### src/rtl/map_renderer.sv
// Tile-map pixel renderer: three-stage pipeline from VGA coordinates to registered RGB,
// reading a per-frame shadow copy of the game map with player overlay and game-over dimming.
module map_renderer (
    input  logic         Clk,
    input  logic         Reset,
    input  logic         frame_start,
    input  logic [299:0] map_1d,
    input  logic [9:0]   playerX,
    input  logic [9:0]   playerY,
    input  logic         over,
    input  logic [9:0]   DrawX,
    input  logic [9:0]   DrawY,
    output logic [7:0]   Red,
    output logic [7:0]   Green,
    output logic [7:0]   Blue,
    output logic         pix_valid
);

    localparam logic [23:0] PLAYER_RGB = 24'h0040FF;

    function automatic logic [3:0] row_of(input logic [9:0] y);
        logic [3:0] r;
        r = 4'd0;
        for (int i = 1; i < 10; i++) begin
            if (y >= 10'(48 * i)) r = 4'(i);
        end
        return r;
    endfunction

    function automatic logic [23:0] tile_rgb(input logic [2:0] code,
                                             input logic       wave_alt,
                                             input logic       bomb_alt);
        logic [23:0] c;
        case (code)
            3'd0:    c = 24'h008000;
            3'd1:    c = wave_alt ? 24'hFFFF00 : 24'hFFA000;
            3'd2:    c = 24'hA000A0;
            3'd3:    c = 24'h606060;
            3'd4:    c = 24'hB05020;
            3'd5:    c = bomb_alt ? 24'hFFFFFF : 24'h000000;
            default: c = 24'hFF00FF;
        endcase
        return c;
    endfunction

    function automatic logic [23:0] dim(input logic [23:0] c);
        return {1'b0, c[23:17], 1'b0, c[15:9], 1'b0, c[7:1]};
    endfunction

    logic [299:0] shadow_q, shadow_d;
    logic         over_q, over_d;
    logic [4:0]   frame_cnt_q, frame_cnt_d;

    logic [9:0]   x_p1_q, x_p1_d, y_p1_q, y_p1_d;
    logic [9:0]   px_p1_q, px_p1_d, py_p1_q, py_p1_d;
    logic [3:0]   col_p1_q, col_p1_d, row_p1_q, row_p1_d;
    logic         vld_p1_q, vld_p1_d;

    logic [2:0]   code_p2_q, code_p2_d;
    logic         hit_p2_q, hit_p2_d;
    logic         vld_p2_q, vld_p2_d;

    logic [23:0]  rgb_p3_q, rgb_p3_d;
    logic         vld_p3_q, vld_p3_d;

    logic [6:0]   tile_idx;
    logic [8:0]   sh_amt;
    logic [10:0]  x_ext, y_ext, px_ext, py_ext;
    logic [23:0]  rgb_sel;

    always_comb begin
        // Frame-synchronous state only moves on frame_start.
        shadow_d    = frame_start ? map_1d : shadow_q;
        over_d      = frame_start ? over : over_q;
        frame_cnt_d = frame_start ? frame_cnt_q + 5'd1 : frame_cnt_q;

        // S1: capture coordinates, player position, tile indices and activity.
        x_p1_d   = DrawX;
        y_p1_d   = DrawY;
        px_p1_d  = playerX;
        py_p1_d  = playerY;
        col_p1_d = DrawX[9:6];
        row_p1_d = row_of(DrawY);
        vld_p1_d = (DrawX < 10'd640) && (DrawY < 10'd480);

        // S2: shadow-map lookup and player hit test in 11-bit space.
        tile_idx = 7'(col_p1_q) * 7'd10 + 7'(row_p1_q);
        sh_amt   = 9'd297 - 9'(tile_idx) * 9'd3;
        code_p2_d = 3'd0;
        if (vld_p1_q && col_p1_q < 4'd10) code_p2_d = 3'(shadow_q >> sh_amt);
        x_ext  = {1'b0, x_p1_q};
        y_ext  = {1'b0, y_p1_q};
        px_ext = {1'b0, px_p1_q};
        py_ext = {1'b0, py_p1_q};
        hit_p2_d = (x_ext >= px_ext) && (x_ext <= px_ext + 11'd63) &&
                   (y_ext >= py_ext) && (y_ext <= py_ext + 11'd47);
        vld_p2_d = vld_p1_q;

        // S3: colour, player overlay, then game-over dimming; blanking forces black.
        rgb_sel = hit_p2_q ? PLAYER_RGB : tile_rgb(code_p2_q, frame_cnt_q[2], frame_cnt_q[3]);
        if (over_q) rgb_sel = dim(rgb_sel);
        rgb_p3_d = vld_p2_q ? rgb_sel : 24'h000000;
        vld_p3_d = vld_p2_q;
    end

    always_ff @(posedge Clk or negedge Reset) begin
        if (!Reset) begin
            shadow_q    <= '0;
            over_q      <= 1'b0;
            frame_cnt_q <= '0;
            x_p1_q      <= '0;
            y_p1_q      <= '0;
            px_p1_q     <= '0;
            py_p1_q     <= '0;
            col_p1_q    <= '0;
            row_p1_q    <= '0;
            vld_p1_q    <= 1'b0;
            code_p2_q   <= '0;
            hit_p2_q    <= 1'b0;
            vld_p2_q    <= 1'b0;
            rgb_p3_q    <= '0;
            vld_p3_q    <= 1'b0;
        end else begin
            shadow_q    <= shadow_d;
            over_q      <= over_d;
            frame_cnt_q <= frame_cnt_d;
            x_p1_q      <= x_p1_d;
            y_p1_q      <= y_p1_d;
            px_p1_q     <= px_p1_d;
            py_p1_q     <= py_p1_d;
            col_p1_q    <= col_p1_d;
            row_p1_q    <= row_p1_d;
            vld_p1_q    <= vld_p1_d;
            code_p2_q   <= code_p2_d;
            hit_p2_q    <= hit_p2_d;
            vld_p2_q    <= vld_p2_d;
            rgb_p3_q    <= rgb_p3_d;
            vld_p3_q    <= vld_p3_d;
        end
    end

    assign Red       = rgb_p3_q[23:16];
    assign Green     = rgb_p3_q[15:8];
    assign Blue      = rgb_p3_q[7:0];
    assign pix_valid = vld_p3_q;

endmodule

### config.mk
export PLATFORM = sky130hd
export DESIGN_NAME = map_renderer
export DESIGN_NICKNAME = d
export VERILOG_FILES = /design/src/rtl/map_renderer.sv
export SDC_FILE = /design/constraint.sdc
export NUM_CORES = 1
export LEC_CHECK = 0
export BUFFER_PORTS_ARGS = -buffer_cell sky130_fd_sc_hd__buf_4
export CAP_MARGIN = 30
export CORE_MARGIN = 5
export CORE_UTILIZATION = 58
export DETAILED_ROUTE_END_ITERATION = 6
export GPL_TIMING_DRIVEN = 0
export PLACE_DENSITY = 0.89
export RECOVER_POWER = 50
export SYNTH_ARGS = -nofsm -noshare
export SYNTH_HDL_FRONTEND = slang
export SYNTH_SLANG_ARGS = --single-unit
### constraint.sdc
create_clock -name Clk -period 5.9 [get_ports Clk]
set_input_delay 0.59 -clock Clk [delete_from_list [all_inputs] [get_ports Clk]]
set_output_delay 0.59 -clock Clk [all_outputs]
set_load 0.05 [all_outputs]
==> qor.csv <==
stage;metric;value;unit
outcome;status;finished with violations;
outcome;violations;capacitance limit, slew limit;
synth;ys_seq_elements;373;
sta;worst_slew_pin_slew;3109;ps
power_and_ir_drop;p_int;0.006441;W
power_and_ir_drop;p_sw;0.004267;W
synth;synth-edff-count;0;
synth;syn_avg_cell_area;13.96;um2
power_and_ir_drop;leakage;11.77;nW
synth;synth_top_area_cell;dfrtp_1;
sta;slew_violations;301;
sta;hold_viol_final;0;
flow_run;max-cap-violations;3;
sta;setup_viol;0;
min_path;min_to;px_p1_q[6]$_DFF_PN0_;
sta;period_share;0.9480;
critical_path;setup.worst_path.end_class;flop;
final_layout;drive_gt1_frac;0.4986;
detailed_routing;num_vias;18210;
final_layout;antenna_cells;0;
global_route;grt_start_max_net_pins;126;
sta;max-slew-margin-rel;-1.073;
critical_path;arrival;6030;ps
die;die_h;207.8;um
synth;yosys.area.top_type_share;0.4114;
synth;ys_seq_area_frac;0.4114;
detailed_routing;drt_iter0_markers;2627;
critical_path;r2r_end;code_p2_q[0]$_DFF_PN0_;
clock_tree;cts.sinks;373;
final_layout;nets;2451;
synth;syn_inst;1625;
clock_tree;cts-root-buf;clkbuf_16;
final_layout;fillers;2461;
synth;synth.distinct_cells;66;
power_and_ir_drop;clock_power_share;0.248;
detailed_routing;vias_per_cell;7.032;
final_layout;post-route-util;0.7117;
sta;rsz0062_at_grt;false;
critical_path;start_kind;flop;
min_path;hold_path.class;in2reg;
critical_path;reg2reg_depth;19;
synth;synth_area;22690;um2
critical_path;crit_required;6340;ps
clock_tree;clock_latency;570;ps
global_route;globalRouteOverflowTotal;0;
sta;finClkSkew;16.14;ps
die;fp-row-count;72;
global_route;grt_pass1_vias;18970;
sta;max_freq;178.8;MHz
detailed_routing;drtPass1Iterations;6;
die;start_util;0.5871;
detailed_routing;detail_route.wl_per_cell;30.37;um
synth;synth.area.top_cells;dfrtp_1, mux4_2, mux2_2;
placed_design;portBuffers;367;
synth;async_flop_share;1.000;
critical_path;rr_startpoint;col_p1_q[1]$_DFF_PN0_;
clock_tree;ctsLongestPathBuffers;3;
global_route;globalRouteTotalUtil;0.3572;
placed_design;gp_congestion;1.009;
synth;synth_flop_cell;dfrtp_1;
detailed_routing;remaining_drc_errors;0;
critical_path;reg2reg_slack;310;ps
clock_tree;path_clk_slew;60;ps
die;ioPinCount;369;
power_and_ir_drop;combPwrFrac;0.460;
sta;fin_crit;5593;ps
detailed_routing;drt_wl_total;78660;um
placed_design;dp_hpwl;57880;um
critical_path;crit_path_max_fanout;10;
clock_tree;cts_buffers;41;
power_and_ir_drop;sequentialPowerShare;0.292;
final_layout;final_cells;2590;
clock_tree;cts_max_level;2;
die;coreArea;38650;um2
clock_tree;cts_tree;yes;
power_and_ir_drop;irDropWorstVdd;0.0002624;V
placed_design;place_inst;2515;
final_layout;area_delta_synth_final;21.23;%
synth;synth.most_common_cell;dfrtp_1;
power_and_ir_drop;sw_frac_of_total;0.3985;
min_path;whs_path_depth;1;
detailed_routing;ant_nets;0;
global_route;grt_pass1_wl;117400;um
sta;finalSetupTns;0;ps
power_and_ir_drop;p_per_area;389.3;nW/um2
synth;synthesis.nets;2032;
global_route;antenna_found_initial;0;
die;dieArea;43170;um2
synth;yosys_warnings;0;
die;dieWidth;207.8;um
min_path;hp-start;playerX[6];
synth;synth_common_cells;dfrtp_1, mux2_2, mux4_2;
critical_path;crit_type;reg2reg;
power by group through the flow:
stage | Sequential [W] | Combinational, W | Clock [W]
final | 0.00313 | 0.00493 | 0.00265
after floorplan | 0.00306 | 0.00304 | 0
after global routing | 0.00314 | 0.00504 | 0.00277
after detailed placement | 0.00315 | 0.00466 | 0
after CTS | 0.00311 | 0.00470 | 0.00267
after global placement | 0.00312 | 0.00460 | 0
how the worst max path moves through the flow:
| stage | from | depth (start not counted) | to | slack, ps |
|---|---|---|---|---|
| after CTS | col_p1_q[1]$_DFF_PN0_ | 19 | code_p2_q[0]$_DFF_PN0_ | 310 |
| after global routing | Reset | 3 | x_p1_q[3]$_DFF_PN0_ | 160 |
| final | col_p1_q[1]$_DFF_PN0_ | 19 | code_p2_q[0]$_DFF_PN0_ | 310 |
| after floorplan | col_p1_q[1]$_DFF_PN0_ | 18 | code_p2_q[0]$_DFF_PN0_ | 1380 |
| after detailed placement | col_p1_q[1]$_DFF_PN0_ | 19 | code_p2_q[0]$_DFF_PN0_ | 320 |
| after global placement | col_p1_q[1]$_DFF_PN0_ | 19 | code_p2_q[0]$_DFF_PN0_ | 260 |
repair_timing:
| action | CTS | global route |
|---|---|---|
| endpoints found under the setup margin | 0 | 1 |
| hold buffers | 1 | 0 |
| hold endpoints to repair | 57 | 0 |
| setup buffers | 0 | 0 |
| gates resized for setup | 0 | 1 |
cells in the final DEF (no fill, tap or decap), drive strengths merged, types with 24 or more instances in the layout:
| cell type | count |
|---|---|
| a21oi | 50 |
| buf | 385 |
| clkbuf | 174 |
| dfrtp | 373 |
| ha | 60 |
| inv | 36 |
| mux2 | 311 |
| mux2i | 27 |
| mux4 | 235 |
| nand2 | 88 |
| nand3 | 27 |
| nor2 | 52 |
| o21ai | 39 |
| xnor2 | 24 |
per-layer routing:
layer | GRT usage | share of wire | up-vias
li1 | - | - | 7160
met1 | 0.4594 | 0.35 | 9043
met2 | 0.5563 | 0.46 | 1624
met3 | 0.1139 | 0.13 | 387
met4 | 0.1715 | 0.062 | 0
met5 | 0 | 0 | -
per-stage QoR:
step                      hold slack (ps)  setup WS (ps)  cell area, um2  total power, W
after global routing                143.9          161.6           27510         0.01095
after floorplan                     294.4           1375           22690        0.006095
after global placement              484.1          260.9           26090        0.007722
final                               151.5          306.5           27510         0.01071
after detailed placement            504.9          323.0           26200        0.007811
after CTS                           112.5          313.8           27590         0.01048
sequential cells by signal, indices dropped and copies added (netlist names), 3 cells and up:
| signal | count |
|---|---|
| shadow_q | 300 |
| rgb_p3_q | 17 |
| px_p1_q | 10 |
| py_p1_q | 10 |
| y_p1_q | 10 |
| x_p1_q | 6 |
| col_p1_q | 4 |
| frame_cnt_q | 4 |
| row_p1_q | 4 |
| code_p2_q | 3 |
final cells by class:
type,instances,area (um2),area share
Timing Repair Buffer,376,2793,0.1015
Multi-Input combinational cell,1091,12530,0.4554
Buffer,125,698.2,0.02538
Clock buffer,59,1204,0.04376
Tap cell,518,648.1,0.02356
Clock inverter,12,167.7,0.006096
Sequential cell,373,9334,0.3394
Inverter,36,135.1,0.004913
cells by family after synthesis:
group           share of synthesized area
simple gates                      0.04903
buf+inv                           0.03673
mux                                0.3997
fa+ha+maj                         0.03618
flops                              0.4114
xor+xnor                          0.01296
compound gates                    0.05399
worst max-delay path, stage by stage, from the launching register on:
cell and delay, ps:
dfrtp_1 610, ha_1 310, ha_1 210, fa_1 540, nand2_1 60, a21oi_1 250, xnor2_1 180, inv_1 80
ha_1 270, inv_1 40, ha_1 360, or3b_2 220, o211ai_1 120, a211oi_2 420, clkbuf_1 550, nand3_1 270
o311ai_1 160, a21o_1 160, a21oi_1 120, or4_1 530
(Power assumes the default switching activity.)
